<file path="src/rtl/bus_share_arbiter.sv">
// rtl/bus_share_arbiter.sv - two-source round-robin arbiter feeding one registered output stage
// Define ARB_FIXED_PRIO_EN to make source 1 always win contention.
module bus_share_arbiter #(
  parameter int WIDTH = 16
) (
  input  logic             clk,
  input  logic             reset,
  input  logic             req1,
  input  logic [WIDTH-1:0] data1,
  input  logic             req2,
  input  logic [WIDTH-1:0] data2,
  output logic             ack1,
  output logic             ack2,
  output logic [WIDTH-1:0] out,
  output logic             out_valid,
  input  logic             out_ready,
  output logic             grant_id
);

  typedef enum logic {EMPTY = 1'b0, FULL = 1'b1} stage_t;

  stage_t           state_q, state_d;
  logic [WIDTH-1:0] out_d;
  logic             grant_d;
  logic             ack1_d, ack2_d;
  logic             elig1, elig2;
  logic             stage_free, capture, pick2;

`ifndef ARB_FIXED_PRIO_EN
  // 0 = source 1 granted last, 1 = source 2 granted last
  logic last_grant;
`endif

  // A source whose ack is high this cycle still holds its already-captured word
  assign elig1 = req1 & ~ack1;
  assign elig2 = req2 & ~ack2;

  always_comb begin
    state_d    = state_q;
    out_d      = out;
    grant_d    = grant_id;
    ack1_d     = 1'b0;
    ack2_d     = 1'b0;
    stage_free = (state_q == EMPTY) | out_ready;
    capture    = stage_free & (elig1 | elig2);
`ifdef ARB_FIXED_PRIO_EN
    pick2      = elig2 & ~elig1;
`else
    pick2      = elig2 & (~elig1 | ~last_grant);
`endif

    case (state_q)
      EMPTY: if (capture) state_d = FULL;
      FULL:  if (out_ready && !capture) state_d = EMPTY;
      default: state_d = EMPTY;
    endcase

    if (capture) begin
      out_d   = pick2 ? data2 : data1;
      grant_d = pick2;
      ack1_d  = ~pick2;
      ack2_d  = pick2;
    end
  end

  always_ff @(posedge clk) begin
    if (!reset) begin
      state_q  <= EMPTY;
      out      <= '0;
      grant_id <= 1'b0;
      ack1     <= 1'b0;
      ack2     <= 1'b0;
    end else begin
      state_q  <= state_d;
      out      <= out_d;
      grant_id <= grant_d;
      ack1     <= ack1_d;
      ack2     <= ack2_d;
    end
  end

`ifndef ARB_FIXED_PRIO_EN
  // Reset to source 2 so source 1 wins the first contention
  always_ff @(posedge clk) begin
    if (!reset)       last_grant <= 1'b1;
    else if (capture) last_grant <= pick2;
  end
`endif

  assign out_valid = (state_q == FULL);

endmodule
</file>
<file path="config.mk">
export PLATFORM = sky130hd
export DESIGN_NAME = bus_share_arbiter
export DESIGN_NICKNAME = d
export VERILOG_FILES = /design/src/rtl/bus_share_arbiter.sv
export SDC_FILE = /design/constraint.sdc
export NUM_CORES = 1
export LEC_CHECK = 0
export CAP_MARGIN = 0
export CORE_UTILIZATION = 36
export CTS_BUF_LIST = sky130_fd_sc_hd__clkbuf_4 sky130_fd_sc_hd__clkbuf_8 sky130_fd_sc_hd__clkbuf_16
export DETAILED_ROUTE_END_ITERATION = 8
export PLACE_DENSITY = 0.78
export SLEW_MARGIN = 20
export SYNTH_ARGS = -nofsm -noshare
export SYNTH_HDL_FRONTEND = slang
export SYNTH_SLANG_ARGS = --single-unit
</file>
<file path="constraint.sdc">
create_clock -name clk -period 1.26 [get_ports clk]
set_input_delay 0.252 -clock clk [delete_from_list [all_inputs] [get_ports clk]]
set_output_delay 0.252 -clock clk [all_outputs]
set_load 0.05 [all_outputs]
</file>
Yosys cells after proc, flatten, opt, wreduce, memory -nomap -nowiden
Index checks and enable logic that the tools add are counted.
{"block": "totals", "in_bits": 37, "regBits": 21, "output_inout_bits": 20}
{"block": "classes", "mux": 4, "reduce_logical": 3, "bitwise_logic": 13}
{"op": "$mux W16", "count": 1}
{"op": "$not A1 Y1", "count": 6}
{"op": "$and A1 B1 Y1", "count": 4}
{"op": "$or A1 B1 Y1", "count": 3}
{"op": "$mux W1", "count": 2}
{"op": "$pmux W1 S2", "count": 1}
{"op": "$reduce_and A2 Y1", "count": 1}
{"op": "$logic_and A1 B1 Y1", "count": 1}
{"op": "$logic_not A1 Y1", "count": 1}

Logic depth before layout (Yosys ltp)
{"block": "depth", "depth_word": 8, "mapped_depth": 6}

Least setup slack after synthesis
Ideal clock, no wire load.
{"block": "synth_timing", "path_type": "register to register", "startpoint": "register ack2", "endpoint": "register out[5]", "stages_incl_launch_ff": 7, "setup_time_ns": 0.125, "n_path_buf": 2, "synth_period_minus_slack_ns": 1.493, "setup_slack_ns": -0.233, "arrival_ns": 1.368, "path_cell_list": "dfxtp_1 > nor2b_4 > o21a_1 > buf_6 > buf_8 > o21ai_0 > a31oi_1"}
{"block": "synth_between", "elab_chain_cells": 4}
{"element": "start: declaration", "line": "13", "source": "output logic ack2,"}
{"element": "start signal: assignment", "line": "78", "source": "ack2 <= ack2_d;"}
{"element": "$not A1 Y1 (*)", "line": "36", "source": "assign elig2 = req2 & ~ack2;"}
{"element": "$and A1 B1 Y1 (*)", "line": "36"}
{"element": "$and A1 B1 Y1 or $or A1 B1 Y1 (tied branches)", "line": "49, 45"}
{"element": "$mux W16 or $and A1 B1 Y1 (tied branches)", "line": "59, 45"}
{"element": "end signal: assignment", "line": "75", "source": "out <= out_d;"}
{"element": "end: declaration", "line": "14", "source": "output logic [WIDTH-1:0] out,"}
Mark *: on every way between the ends. The rest lies on a longest branch, timed or not.
A chain may end at the register's enable or synchronous reset.

Worst setup path after layout
Ends and elaborated chain as after synthesis.

==> metrics <==
Final Wtd Congestion 0.698; status complete, but fails checks; die footprint 2830 um^2; CTS H-tree depth 1; # port buffers 56; Place WS -364 ps; slack of the worst reg-to-reg path -5 ps; vias in the first global route 1,109; cell count of the worst hold path 3; Slew @ Worst Pin 192 ps; CP peak stage delay 370 ps; syn nets 148; RSZ-0062 raised after global routing yes; max-cap violations 0; ratio of cells with drive above 1 in the final layout 0.360; Power Internal 1.44 mW; maximum clock path buffer count 2; Synth area leader dfxtp_1; fill cell total of the finished layout 167; failing checks negative setup slack; Finished Layout Cells 208; number of antenna violations at the first check in global routing 0; Reg clk slew, reported paths 130 ps; Die X 53.2 um; Distinct cells, synth 21; I/O pin count 57; initial core utilization 0.380; period utilization 1.00; CP Capture Type flop; YS warnings 0; # hold bufs at CTS 0; final WL 3.53 mm; worst vdd ir 0.790 mV; Worst Hold Class in2reg; first drt pass iteration count 4; Clock power frac 0.164; CTS tree yes; setup ws final -5.19 ps; cells after synthesis 111; Post-synth EDFFs 0; number of diodes 0; routed vias 1,122; number of remaining DRC errors 0; FF-to-FF Start ack2; Inst Count DP 192; GRT Util Overall 0.232; top-area cell type share of the netlist area 0.446; top-count cell post-synth nand2_1; final clock skew 14.2 ps; CTS Sinks 21; WL/cell 17.0 um; # rows 18; #FFs+latches synth 21; Power Density 1160 nW/um^2; Mapped Area 942 um^2; dpl hpwl 1.98 mm; async set or reset register ratio after synthesis 0; CP delay by family, top compound AO/OA/AOI/OAI gates; Synth Area per Inst 8.49 um^2; total CTS buffers 3; Post-synth top flop dfxtp_1; post-route ant nets 0; pin count of the biggest net entering global routing 19; Setup Viol. Count Final 1; endpoint of the worst hold path out[3]; Leak 0.813 nW; sequential share of power 0.366; final hold violations 0; Crit Path Class reg2reg; P&R area growth vs syn 107%; total negative slack -5.19 ps; Net Sw Power 821 uW; Startpoint Class flop; Fmax 790 MHz; CP bufs+invs 1; Critical Path RT 1490 ps; via/cell ratio 5.39; Rel. slew slack 0.872; Arr. time, crit path 1500 ps; first-pass GRT wire length 4.64 mm; later-pin clock latency in the skew report 320 ps; root buffer cell clkbuf_4; Worst Hold Launch data1[3]; Layout Nets 216; WHS 478 ps; Core Area 2480 um^2; switching share of power 0.364; synth top area cells dfxtp_1 45%, a31oi_1 11%, nand2_1 10%, nand2_2 6.6%, o21ai_1 5.3%; Final Max Slew Viols 0; combinational power share 0.470; Die H 53.2 um; GRT overflow 0; commonest cells in the netlist 25 x nand2_1, 21 x dfxtp_1, 16 x a31oi_1; Tmin final 1270 ps; CP max-delay cell dfxtp_4; Worst R2R Path Depth 5; CP cell instances nor2b_4, o21a_4, buf_12, o21ai_1, a31oi_1; CP max FO 5; register area share after synthesis 0.446; FF-to-FF End out[5]; DRT iter0 DRCs 10
-- routing by layer --
metal  global-route usage  share of wire
met5                    0              0
met4                0.110          0.019
met3               0.0517          0.042
met2                0.435           0.55
met1                0.239           0.39
-- worst reg2reg max path, cell delays in order, from the launching register on --
cell and delay [ps]:
dfxtp_4 370, nor2b_4 160, o21a_4 260, buf_12 150, o21ai_1 60, a31oi_1 190
-- area by class of cell --
class | count | area (um^2) | area share
flip-flops and latches | 21 | 429 | 0.221
well taps | 30 | 37.5 | 0.0193
multi-input cells | 85 | 517 | 0.266
repair buffers | 68 | 932 | 0.479
clock buffers | 4 | 30.0 | 0.0154
-- registers in the layout (all words and copies together) (netlist names) --
name        count
out            16
grant_id        1
out_valid       1
last_grant      1
ack1            1
ack2            1
-- per-stage QoR --
stage | cell area [um^2] | util | power (mW)
floorplan | 951 | - | 1.27
finish | 1950 | 0.785 | 2.26
global placement | 1700 | 0.686 | 1.70
global route | 1950 | 0.785 | 2.34
CTS | 1810 | 0.731 | 2.14
detailed placement | 1700 | 0.686 | 1.72
-- cells in the final DEF (no fill, tap or decap), drive strengths merged, types with 2 or more instances in the layout --
cell type / n
nand2: 36
clkdlybuf4s50: 34
buf: 30
dfxtp: 21
a31oi: 16
o21ai: 16
clkbuf: 6
and2: 4
nor2: 3
nand2b: 3
nor2b: 2
a21boi: 2
-- worst max path at each step --
stage,from,to,cells past startpoint
CTS,req2,out[5],6
global route,ack2,out[1],5
finish,ack2,out[5],5
detailed placement,req1,out[5],6
global placement,req1,last_grant,6
floorplan,ack1,out[2],6
-- cell families after synthesis --
logic type,Yosys count,synth area share
buffers and inverters,9,0.0969
flip-flops,21,0.446
AO/OA/AOI/OAI,35,0.215
AND/OR/NAND/NOR,46,0.242
-- repair_timing --
action / in CTS / in global routing
pin swaps: 2 / 5
endpoints found under the hold margin: 0 / 0
resized for setup: 8 / 18
setup buffers: 1 / 4
cloned: 2 / 6
endpoints found under the setup margin: 6 / 19
-- power by group through the flow --
stage	sequential, mW	combinational (mW)	clock [mW]
2_1_floorplan	1.03	0.238	0
3_3_place_gp	0.829	0.872	0
3_5_place_dp	0.831	0.891	0
4_1_cts	0.820	0.963	0.355
5_1_grt	0.836	1.11	0.396
6_report	0.826	1.06	0.370
Note: power is estimated with default switching activity, not from simulation.
